==> src/rtl/fetch_stage.sv <==
// Instruction fetch stage: owns the PC, issues one word read at a time and
// registers each returned word into a valid/ready output slot.
// Optional misaligned-redirect trap is enabled by defining FETCH_MISALIGN_TRAP_EN.
module fetch_stage #(
    parameter logic [31:0] RESET_PC = 32'h0000_0000
) (
    input  logic        clock,
    input  logic        reset,
    output logic        mem_req_valid,
    input  logic        mem_req_ready,
    output logic [31:0] mem_req_addr,
    input  logic        mem_resp_valid,
    input  logic [31:0] mem_resp_data,
    input  logic        redirect_valid,
    input  logic [31:0] redirect_pc,
    output logic        out_valid,
    input  logic        out_ready,
    output logic [31:0] out_pc,
    output logic [31:0] out_instr,
    output logic        out_fault
);

    typedef enum logic [1:0] {REQ, WAIT, DISCARD, HALT} state_t;

    state_t      state_q;
    logic [31:0] pc_q;
    logic        out_valid_q;
    logic [31:0] out_pc_q;
    logic [31:0] out_instr_q;
    logic        out_fault_q;

    logic        free;
    logic        fault_pend;
    logic        accepted;
    logic        outstanding_after;
    logic [31:0] redirect_target;

`ifdef FETCH_MISALIGN_TRAP_EN
    logic fault_pend_q;
    logic redirect_misaligned;

    assign redirect_target     = redirect_pc;
    assign redirect_misaligned = |redirect_pc[1:0];
    assign fault_pend          = fault_pend_q;
`else
    logic unused_redirect_bits;

    assign redirect_target      = {redirect_pc[31:2], 2'b00};
    assign unused_redirect_bits = ^redirect_pc[1:0];
    assign fault_pend           = 1'b0;
`endif

    // A request is only issued when its response is guaranteed a slot.
    assign free              = !out_valid_q || out_ready;
    assign mem_req_valid     = (state_q == REQ) && free && !fault_pend;
    assign mem_req_addr      = pc_q;
    assign accepted          = mem_req_valid && mem_req_ready;
    assign outstanding_after = (((state_q == WAIT) || (state_q == DISCARD)) && !mem_resp_valid)
                               || accepted;

    assign out_valid = out_valid_q;
    assign out_pc    = out_pc_q;
    assign out_instr = out_instr_q;
    assign out_fault = out_fault_q;

    always_ff @(posedge clock or negedge reset) begin
        if (!reset) begin
            state_q     <= REQ;
            pc_q        <= RESET_PC;
            out_valid_q <= 1'b0;
            out_pc_q    <= 32'h0000_0000;
            out_instr_q <= 32'h0000_0013;
            out_fault_q <= 1'b0;
`ifdef FETCH_MISALIGN_TRAP_EN
            fault_pend_q <= 1'b0;
`endif
        end else begin
            if (out_valid_q && out_ready) begin
                out_valid_q <= 1'b0;
            end
            // Redirect wins; a still-pending response must be drained in DISCARD.
            if (redirect_valid) begin
                pc_q        <= redirect_target;
                out_valid_q <= 1'b0;
                state_q     <= outstanding_after ? DISCARD : REQ;
`ifdef FETCH_MISALIGN_TRAP_EN
                fault_pend_q <= redirect_misaligned;
`endif
            end else begin
                case (state_q)
                    REQ: begin
`ifdef FETCH_MISALIGN_TRAP_EN
                        if (fault_pend_q) begin
                            if (free) begin
                                out_valid_q  <= 1'b1;
                                out_pc_q     <= pc_q;
                                out_instr_q  <= 32'h0000_0000;
                                out_fault_q  <= 1'b1;
                                fault_pend_q <= 1'b0;
                                state_q      <= HALT;
                            end
                        end else if (accepted) begin
                            state_q <= WAIT;
                        end
`else
                        if (accepted) begin
                            state_q <= WAIT;
                        end
`endif
                    end
                    WAIT: begin
                        if (mem_resp_valid) begin
                            out_valid_q <= 1'b1;
                            out_pc_q    <= pc_q;
                            out_instr_q <= mem_resp_data;
                            out_fault_q <= 1'b0;
                            pc_q        <= pc_q + 32'd4;
                            state_q     <= REQ;
                        end
                    end
                    DISCARD: begin
                        if (mem_resp_valid) begin
                            state_q <= REQ;
                        end
                    end
                    default: begin
                        state_q <= state_q;
                    end
                endcase
            end
        end
    end

endmodule

==> config.mk <==
export PLATFORM = sky130hd
export DESIGN_NAME = fetch_stage
export DESIGN_NICKNAME = d
export VERILOG_FILES = /design/src/rtl/fetch_stage.sv
export SDC_FILE = /design/constraint.sdc
export NUM_CORES = 1
export LEC_CHECK = 0
export ABC_AREA = 1
export BUFFER_PORTS_ARGS = -buffer_cell sky130_fd_sc_hd__buf_2
export CAP_MARGIN = 15
export CORE_ASPECT_RATIO = 1.25
export CORE_MARGIN = 1
export CORE_UTILIZATION = 50
export CTS_CLUSTER_DIAMETER = 100
export DETAILED_ROUTE_END_ITERATION = 12
export GPL_TIMING_DRIVEN = 1
export PLACE_DENSITY = 0.8
export SKIP_CTS_REPAIR_TIMING = 1
export SYNTH_ARGS = -nofsm -noshare
export SYNTH_HDL_FRONTEND = slang
export SYNTH_SLANG_ARGS = --single-unit
==> constraint.sdc <==
create_clock -name clock -period 2.1 [get_ports clock]
set_clock_uncertainty 0.1 [all_clocks]
set_input_delay 0.105 -clock clock [delete_from_list [all_inputs] [get_ports clock]]
set_output_delay 0.105 -clock clock [all_outputs]
set_load 0.02 [all_outputs]
==> run_results.csv, run 1 <==
group,metric,value,unit
outcome,status,"complete, but fails checks",
outcome,violations,"hold timing",
timing,finalHoldViolations,8,
routing,drt-initial-drc-count,323,
synth,ys_seq_elements,95,
floorplan,rows,39,
floorplan,start_util,51.6,%
worst_hold_path,hp-class,"input port to flip-flop",
layout,drive_above_1_share,25.2,%
routing,antenna_left,0,
clocking,clk_path_buf_depth,2,
routing,via_per_inst,5.07,
timing,max-slew-margin-rel,62.0,%
timing,timing.final.crit_period,1.72,ns
place,numPortBuffers,161,
timing,tightest_slew,0.570,ns
critical_path,cpPeakStageDelay,0.38,ns
routing,finalWirelength,13600,µm
routing,routed-via-count,4802,
global_routing,antenna_found_initial,0,
synth,synth_area,4740,µm²
routing,wl_met2,6920,µm
synth,synth-edff-count,0,
layout,syn_to_final_growth,36.0,%
critical_path,start_kind,"flip-flop",
place,hpwl,8960,µm
run,timing.max_cap.violations,0,
critical_path,r2r_slack,0.38,ns
floorplan,die_h,111,µm
critical_path,r2r-start,"state_q[1]$_DFFE_PN0P_",
critical_path,end_kind,"flip-flop",
synth,synth_top_area_share,48.6,%
routing,route.met3.wl,931,µm
power,power,7560,µW
power,power_density,1170,nW/µm²
routing,top_layer,"met4",
floorplan,ios,169,
clocking,cts_tree,"built",
floorplan,die_width,89.1,µm
layout,nets,893,
global_routing,grt_max_degree,58,
critical_path,reg2reg_to,"mem_req_addr[26]$_DFFE_PN0P_",
synth,async_flop_share,100,%
routing,met1Wirelength,5520,µm
clocking,htree_levels,3,
timing,max_freq,581,MHz
worst_hold_path,min_from,"redirect_pc[21]",
clocking,clkTransAtPathRegs,0.06,ns
synth,syn_avg_cell_area,7.65,µm²
synth,ys_warn_count,0,
floorplan,core,9170,µm²
critical_path,cp.required,2.27,ns
timing,timing.final.setup_violations,0,
timing,rsz0062_at_grt,"no",
power,p_leak,0.00347,µW
synth,ys_seq_area_share,50.3,%
timing,slew_viol_final,0,
synth,ys_types,33,
routing,drc_errors,0,
global_routing,track_usage,25.5,%
timing,fin_setup_tns,0,ns
critical_path,crit_type,"flip-flop to flip-flop",
global_routing,grt_pass1_wl,19500,µm
global_routing,globalRouteOverflowTotal,0,
synth,postSynthCellCount,619,
routing,drt-pass1-iter-count,5,
clocking,cts_sinks,95,
synth,yosys-top-cells-area,"dfrtp_1 (49%), nand2_1 (19%), nor2_1 (6.1%), nand3_1 (4.2%), inv_1 (3.6%)",
worst_hold_path,holdPathEnd,"mem_req_addr[21]$_DFFE_PN0P_",
critical_path,cpMostUsedCell,"nand3_1",
critical_path,crit_chain,"inv_1 -> ha_1 -> nand2_1 -> nor2_4 -> inv_2 -> buf_12 -> nor2_1 -> nand3_1 -> nand3_1",
clocking,cts_made_buffers,9,
layout,fillers,709,
place,gp_congestion,0.831,
critical_path,cp.arrival,1.89,ns
global_routing,grt_pass1_vias,4262,
worst_hold_path,whs_path_depth,5,
timing,fin_hold_ws,-0.0304,ns
layout,antenna_cells,0,
power,irDropWorstVdd,592,µV
synth,ys.flop_type,"dfrtp_1",
routing,post_drt_wl_per_cell,14.3,µm
clocking,root_buffer,"clkbuf_16",
clocking,clk_latency,0.33,ns
critical_path,slowest_stage,"dfrtp_1",
timing,period_share,82.0,%
critical_path,crit_fanout,57,
critical_path,r2r_cells,9,
synth,yosysTopAreaCell,"dfrtp_1",
floorplan,die_area,9870,µm²
==> how the worst max path moves through the flow <==
stage          cells past startpoint                        start                      endpoint  slack [ns]
5_1_grt                            8       state_q[0]$_DFFE_PN0P_   mem_req_addr[2]$_DFFE_PN0P_        0.20
6_report                           9       state_q[1]$_DFFE_PN0P_  mem_req_addr[26]$_DFFE_PN0P_        0.38
4_1_cts                            9       state_q[1]$_DFFE_PN0P_  mem_req_addr[26]$_DFFE_PN0P_        0.38
2_1_floorplan                      8  mem_req_addr[3]$_DFFE_PN0P_  mem_req_addr[24]$_DFFE_PN0P_        0.48
3_3_place_gp                       8       state_q[0]$_DFFE_PN0P_   mem_req_addr[2]$_DFFE_PN0P_        0.43
3_5_place_dp                       8       state_q[0]$_DFFE_PN0P_  mem_req_addr[17]$_DFFE_PN0P_        0.39
==> placed cells by master, fill, tap and decap left out <==
cell type	n
buf_4	5
xnor2_1	1
o221ai_1	1
nor2_8	1
nand2_1	241
a31oi_1	1
nand2_4	2
a21oi_1	8
o21bai_1	2
xor2_1	1
clkbuf_16	9
nand4_1	3
conb_1	5
nand3b_1	5
nand3_1	40
and2_1	1
bufinv_16	3
or2_1	1
dfrtp_1	92
inv_6	1
buf_2	160
nor2_4	8
inv_1	46
ha_1	3
inv_2	3
nand2_2	4
nor2_2	4
o21ai_1	2
clkinv_2	2
a22o_1	5
o21ai_0	31
dfstp_2	3
nor2_1	77
clkbuf_1	1
o211ai_1	4
buf_12	3
dlygate4sd3_1	46
==> cells in the mapped netlist, types with 4 or more instances <==
| master | count |
|---|---|
| buf_4 | 7 |
| a21oi_1 | 8 |
| nor2_2 | 5 |
| inv_1 | 46 |
| clkbuf_1 | 4 |
| nand3b_1 | 5 |
| nand2_2 | 4 |
| dfrtp_1 | 92 |
| buf_2 | 14 |
| nor2_4 | 7 |
| nor2_1 | 77 |
| nand2_1 | 241 |
| nand3_1 | 40 |
| a22o_1 | 5 |
| o211ai_1 | 4 |
| o21ai_0 | 31 |
==> report_power, final <==
group | internal, µW | total (µW) | switching (µW)
Combinational | 959 | 2800 | 1840
Clock | 1160 | 1830 | 671
Sequential | 2490 | 2920 | 434
Total | 4610 | 7560 | 2950
==> sequential cells by signal, summed over array words and instances, names as in the netlist <==
| name | count |
|---|---|
| out_instr | 32 |
| state_q | 2 |
| mem_req_addr | 30 |
| out_pc | 30 |
| out_valid | 1 |
==> per-layer routing <==
layer / GRT usage (%) / up-vias
li1: - / 2324
met1: 32.0 / 2246
met2: 44.3 / 208
met3: 4.24 / 24
met4: 8.15 / 0
met5: 0 / -
==> logic make-up after synthesis <==
group	count (synthesis)	share of synthesized area (%)
DFF	95	50.3
adders and majority gates	3	0.792
xor gates and xnor gates	2	0.370
AOI/OAI and AO/OA	54	6.52
and+or+nand+nor	387	34.6
other	1	0.0792
buffers and inverters	77	7.34
==> metrics by stage <==
stage          cells  cell area, µm²  worst slack (ns)  util [%]
4_1_cts          902            5980             0.376      65.2
6_report         948            6440             0.377      70.2
3_5_place_dp     886            5650             0.393      61.5
2_1_floorplan    623            4750             0.480         -
3_3_place_gp     886            5650             0.433      61.5
5_1_grt          948            6440             0.196      70.2
==> layout make-up <==
type	instances	area (µm²)	area share (%)
clock buffer	10	229	3.55
inverter	49	184	2.85
sequential	95	2380	37.0
tap	123	154	2.39
multi-input combinational	451	2030	31.5
clock inverter	6	109	1.69
timing repair buffer	214	1360	21.1
==> worst max-delay path: cells and delay by family, from the launching register on <==
kind / cells / cell delay (ns)
flip-flops: 1 / 0.38
adder cells (fa/ha/maj): 1 / 0.14
buffers and inverters: 3 / 0.34
AND/OR/NAND/NOR: 5 / 0.68
Note: power is estimated with default switching activity, not from simulation.
==> run 2, diff against run 1 <==
--- a/config.mk
+++ b/config.mk
@@ -5,12 +5,12 @@
 export SDC_FILE = /design/constraint.sdc
 export NUM_CORES = 1
 export LEC_CHECK = 0
-export ABC_AREA = 1
+export ABC_AREA = 0
 export BUFFER_PORTS_ARGS = -buffer_cell sky130_fd_sc_hd__buf_2
 export CAP_MARGIN = 15
 export CORE_ASPECT_RATIO = 1.25
 export CORE_MARGIN = 1
-export CORE_UTILIZATION = 50
+export CORE_UTILIZATION = 49
 export CTS_CLUSTER_DIAMETER = 100
 export DETAILED_ROUTE_END_ITERATION = 12
 export GPL_TIMING_DRIVEN = 1
==> constraint.sdc (replaced) <==
create_clock -name clock -period 1.8 [get_ports clock]
set_clock_uncertainty 0.1 [all_clocks]
set_input_delay 0.09 -clock clock [delete_from_list [all_inputs] [get_ports clock]]
set_output_delay 0.09 -clock clock [all_outputs]
set_load 0.02 [all_outputs]
==> run 2 against run 1 <==
The flow finishes with violations (hold timing, setup timing). Design area grew 2.0%. Total power increased by 8.7%. Wire length is 13% lower. Critical path depth shrank 1. Critical endpoint is now mem_req_addr[27]$_DFFE_PN0P_. Largest cell class unchanged.
==> run_results.csv, run 2 <==
group,metric,value,unit
timing,finalHoldViolations,1,
clocking,clk_latency,0.36,ns
timing,tightest_slew,0.580,ns
timing,slew_viol_final,0,
clocking,clk_path_buf_depth,2,
clocking,cts_made_buffers,9,
timing,fin_ws,-0.164,ns
global_routing,track_usage,22.8,%
synth,ys_types,37,
synth,ys.flop_type,"dfrtp_1",
power,irDropWorstVdd,807,µV
timing,timing.final.setup_violations,16,
critical_path,cp.required,1.93,ns
timing,period_share,109,%
synth,postSynthCellCount,350,
synth,synth_top_area_share,53.7,%
synth,ys_warn_count,0,
layout,drive_above_1_share,53.8,%
clocking,htree_levels,3,
place,dp_slack,-0.164,ns
global_routing,use_met2,40.0,%
timing,rsz0062_at_grt,"yes",
place,hpwl,7460,µm
critical_path,crit_chain,"inv_2 -> ha_4 -> nand4_4 -> or3_4 -> buf_4 -> nor4_4 -> xnor2_1 -> o21ai_1",
critical_path,cpPeakStageDelay,0.46,ns
clocking,clkTransAtPathRegs,0.09,ns
critical_path,cpLargestDelayFamily,"simple AND/OR/NAND/NOR gates",
floorplan,ios,169,
floorplan,start_util,51.1,%
floorplan,die_area,9130,µm²
routing,routed-via-count,3740,
global_routing,globalRouteOverflowTotal,0,
clocking,cts_tree,"built",
power,power_density,1250,nW/µm²
routing,via_per_inst,5.07,
synth,synth_common_cells,"dfrtp_1 (92), mux2_2 (62), nand2_1 (42)",
global_routing,antenna_found_initial,0,
routing,drt-initial-drc-count,136,
global_routing,grt_pass1_wl,16200,µm
synth,async_flop_share,100,%
routing,drt-pass1-iter-count,4,
timing,timing.final.crit_period,1.96,ns
global_routing,met3_usage,4.81,%
routing,finalWirelength,11800,µm
place,numPortBuffers,161,
layout,final_cell_mix,"buf_2 (160), dfrtp_1 (78), dlygate4sd3_1 (63)",
critical_path,crit_type,"flip-flop to flip-flop",
synth,synth-edff-count,0,
critical_path,cp.arrival,2.09,ns
place,gp_congestion,0.814,
critical_path,crit_fanout,5,
run,timing.max_cap.violations,0,
timing,max-slew-margin-rel,61.4,%
place,dp_cells,652,
power,p_leak,0.00323,µW
synth,yosys-top-cells-area,"dfrtp_1 (54%), mux2_2 (16%), xnor2_1 (4.1%), nand2_1 (3.7%), o21ai_0 (3.0%)",
worst_hold_path,hp-class,"input port to flip-flop",
outcome,status,"complete, but fails checks",
routing,post_drt_wl_per_cell,16.0,µm
critical_path,end_kind,"flip-flop",
routing,antenna_left,0,
layout,nets,689,
floorplan,rows,37,
global_routing,grt_most_used_layer,"met2",
global_routing,grt_pass1_vias,3412,
routing,drc_errors,0,
synth,yosysMostFrequentCell,"dfrtp_1",
synth,ys_seq_area_share,55.6,%
layout,antenna_cells,0,
timing,max_freq,509,MHz
layout,syn_to_final_growth,53.4,%
critical_path,crit_buf_inv,2,
layout,final_cells,738,
global_routing,grt_max_degree,63,
layout,fillers,521,
global_routing,grtUsageMet1,28.4,%
floorplan,core,8380,µm²
synth,synth_area,4290,µm²
synth,yosysTopAreaCell,"dfrtp_1",
clocking,root_buffer,"clkbuf_8",
synth,ys_seq_elements,95,
critical_path,start_kind,"flip-flop",
floorplan,die_width,85.6,µm
layout,final_common_cell,"buf_2",
critical_path,slowest_stage,"or3_4",
synth,syn_avg_cell_area,12.2,µm²
clocking,cts_sinks,95,
layout,largest_reg_flops,32,
outcome,violations,"hold timing, setup timing",
floorplan,die_h,107,µm
timing,fin_hold_ws,-0.106,ns
## run 2: final cells by class
type	count	area [µm²]	share of cell area (%)
multi-input cells	234	1970	30.0
well taps	117	146	2.23
repair buffers	271	1850	28.1
clock inverters	3	42.5	0.647
flip-flops and latches	95	2400	36.5
inverters	5	18.8	0.285
clock buffers	13	149	2.26
## run 2: routing by layer
layer  share of wire (%)  wire length, µm
met5                   0                0
met4                 1.6              193
met3                 4.7              560
met2                  56             6620
met1                  38             4470
## run 2: worst paths after layout
check                      depth (start not counted)                           end  slack (ns)              startpoint
setup / recovery                                   8  mem_req_addr[27]$_DFFE_PN0P_       -0.16  state_q[1]$_DFFE_PN0P_
hold / removal                                     2  mem_req_addr[21]$_DFFE_PN0P_       -0.11         redirect_pc[21]
setup reg to reg                                   8  mem_req_addr[27]$_DFFE_PN0P_       -0.16  state_q[1]$_DFFE_PN0P_
hold reg to reg                                    2        out_pc[28]$_DFFE_PN0P_        0.39  out_pc[28]$_DFFE_PN0P_
max in group asynchronous                          3      out_instr[1]$_DFFE_PN1P_        0.85                   reset
min in group asynchronous                          2        out_pc[12]$_DFFE_PN0P_        0.13                   reset
## run 2: stage by stage
stage / power (µW) / cell area, µm² / utilization [%] / TNS, ns / hold WS (ns)
after global routing: 8610 / 6570 / 78.5 / -3.37 / -0.115
after detailed placement: 6660 / 5600 / 66.8 / -1.42 / -0.0149
final: 8220 / 6570 / 78.5 / -1.16 / -0.106
after CTS: 8060 / 5790 / 69.1 / -1.90 / -0.406
after global placement: 6510 / 5600 / 66.8 / -0.416 / -0.0174
after floorplan: 5390 / 4440 / - / -0.972 / -0.306
## run 2: kinds of logic after synthesis
kind of cell	after synthesis	share of synthesized area (%)
DFF	95	55.6
and+or+nand+nor	95	13.4
muxes	63	16.5
AOI/OAI and AO/OA	38	4.50
xor gates and xnor gates	29	5.93
buffers and inverters	26	3.09
adders and majority gates	3	0.876
other	1	0.0875
## run 2: report_power, final
group | total (µW) | internal (µW) | leakage (µW) | switching (µW)
sequential | 3330 | 2920 | 0.00116 | 404
combinational | 3480 | 1530 | 0.00198 | 1950
clock | 1410 | 681 | 0.0000936 | 732
total | 8220 | 5130 | 0.00323 | 3090
==> run 3, diff against run 2 <==
--- a/config.mk
+++ b/config.mk
@@ -19,3 +19,4 @@
 export SYNTH_ARGS = -nofsm -noshare
 export SYNTH_HDL_FRONTEND = slang
 export SYNTH_SLANG_ARGS = --single-unit
+export TNS_END_PERCENT = 1
==> run 3 against run 2 <==
The run still ends with hold timing, setup timing left. Worst hold slack got worse by 0.0099 ns. First-iteration DRC count decreased by 21%. Register-to-register slack about the same. Cell count decreased by 0.41%. Die area unchanged. Sequential share of layout area increased by 0.64 points. Largest cell class unchanged. Sequential power about the same. Clock power decreased by 7%.
==> run_results.csv, run 3 (synthesized netlist as in run 2, its figures left out) <==
group,metric,value,unit
outcome,status,"complete, but fails checks",
outcome,violations,"hold timing, setup timing",
layout,nets,686,
critical_path,crit_fanout,4,
layout,fillers,534,
clocking,cts_made_buffers,9,
place,dp_slack,-0.172,ns
global_routing,grt_pass1_wl,15200,µm
worst_hold_path,min_from,"redirect_pc[21]",
layout,antenna_cells,0,
routing,via_per_inst,4.87,
power,power_density,1250,nW/µm²
routing,post_drt_wl_per_cell,15.1,µm
clocking,clk_path_buf_depth,2,
critical_path,end_kind,"flip-flop",
timing,fin_hold_ws,-0.116,ns
power,pwr-share-comb,42.7,%
routing,finalWirelength,11100,µm
clocking,cts_sinks,95,
timing,rsz0062_at_grt,"yes",
global_routing,track_usage,21.5,%
layout,drive_above_1_share,51.9,%
floorplan,die_h,107,µm
power,power.internal,5050,µW
floorplan,start_util,51.1,%
timing,finalHoldViolations,2,
timing,timing.final.setup_violations,12,
clocking,root_buffer,"clkbuf_8",
timing,max-slew-margin-rel,61.5,%
routing,routed-via-count,3578,
floorplan,core,8380,µm²
critical_path,cpLargestDelayFamily,"simple AND/OR/NAND/NOR gates",
timing,fin_ws,-0.167,ns
critical_path,cp-startpoint,"state_q[1]$_DFFE_PN0P_",
routing,drt-initial-drc-count,107,
clocking,clkTransAtPathRegs,0.09,ns
global_routing,grt_max_degree,63,
floorplan,die_area,9130,µm²
critical_path,cp.arrival,2.09,ns
power,p_leak,0.00317,µW
layout,syn_to_final_growth,50.7,%
critical_path,cp.required,1.93,ns
power,irDropWorstVdd,754,µV
power,power,8080,µW
floorplan,ios,169,
layout,final_common_cell,"buf_2",
floorplan,rows,37,
run,timing.max_cap.violations,0,
global_routing,globalRouteOverflowTotal,0,
place,gp_congestion,0.786,
critical_path,crit_type,"flip-flop to flip-flop",
clocking,cts_tree,"built",
timing,timing.final.crit_period,1.97,ns
timing,tightest_slew,0.577,ns
clocking,clk_latency,0.37,ns
routing,drt-pass1-iter-count,4,
global_routing,antenna_found_initial,0,
timing,slew_viol_final,0,
place,numPortBuffers,161,
critical_path,crit_buf_inv,2,
routing,antenna_left,0,
clocking,htree_levels,3,
worst_hold_path,hp-class,"input port to flip-flop",
power,pwr-share-clk,16.3,%
layout,largest_reg_flops,32,
power,p_seq_share,41.0,%
critical_path,crit_chain,"inv_2 -> ha_4 -> nand4_4 -> or3_4 -> buf_12 -> nor4_4 -> xnor2_1 -> o21ai_1",
timing,max_freq,508,MHz
global_routing,grt_pass1_vias,3297,
timing,period_share,109,%
routing,drc_errors,0,
layout,final_cell_mix,"buf_2 (160), dfrtp_1 (78), dlygate4sd3_1 (63)",
floorplan,die_width,85.6,µm
critical_path,slowest_stage,"or3_4",
critical_path,start_kind,"flip-flop",
critical_path,r2r-start,"state_q[1]$_DFFE_PN0P_",
power,switching_power,3020,µW
power,p_sw_share,37.4,%
place,hpwl,7350,µm
timing,fin_setup_tns,-1.02,ns
critical_path,cpPeakStageDelay,0.47,ns
[run 3: cell count changes in the layout (fill, tap and decap cells not counted), moves of 2 or more]
cell      delta
o21ai_0      +9
nor2_1       +2
nand2_2      -2
nor3_1       +3
buf_12       +2
o21ai_1      -9
clkbuf_8     +2
nand2_1      +2
buf_4        -4
nor3_4       -3
[run 3: metrics by stage]
stage               util (%)  cell area (µm²)  hold slack (ns)  instances
CTS                     68.9             5770           -0.365        670
global route            77.1             6460           -0.121        735
global placement        66.8             5590           0.0210        654
floorplan                  -             4400           -0.306        354
detailed placement      66.8             5590           0.0274        654
finish                  77.1             6460           -0.116        735
[run 3: final timing paths]
check,end,slack [ns],cells past startpoint
worst max-delay path,mem_req_addr[25]$_DFFE_PN0P_,-0.17,8
min in group asynchronous,mem_req_addr[14]$_DFFE_PN0P_,0.16,2
worst min register to register,out_pc[7]$_DFFE_PN0P_,0.40,1
worst max register to register,mem_req_addr[25]$_DFFE_PN0P_,-0.17,8
max in group asynchronous,out_instr[13]$_DFFE_PN0P_,0.82,3
worst min-delay path,mem_req_addr[21]$_DFFE_PN0P_,-0.12,2
[run 3: power groups by stage]
stage	Clock [µW]	Combinational, µW	Sequential (µW)
floorplan	0	1060	4320
global placement	0	3220	3290
detailed placement	0	3320	3340
CTS	1330	3330	3300
global route	1410	3680	3390
finish	1310	3450	3320
[run 3: worst reg2reg max path, delay by kind of cell (launching register included)]
family | cells | cell delay (ns)
adders and majority gates | 1 | 0.15
and+or+nand+nor | 3 | 0.72
DFF | 1 | 0.38
buffers and inverters | 2 | 0.22
xor gates and xnor gates | 1 | 0.17
AOI/OAI and AO/OA | 1 | 0.10
[run 3: area by class of cell]
| type | count | area [µm²] | share of cell area, % |
|---|---|---|---|
| Tap cell | 117 | 146 | 2.27 |
| Clock buffer | 16 | 180 | 2.79 |
| Multi-Input combinational cell | 234 | 1880 | 29.2 |
| Timing Repair Buffer | 268 | 1830 | 28.4 |
| Sequential cell | 95 | 2400 | 37.1 |
| Inverter | 5 | 18.8 | 0.291 |
[run 3: metal layers]
layer	up-vias	track usage, %	share of wire [%]	wire, µm
li1	1732	-	-	-
met1	1717	26.4	40	4470
met2	111	36.7	54	5960
met3	18	3.65	4.1	457
met4	0	10.4	2.2	243
met5	-	0	0	0
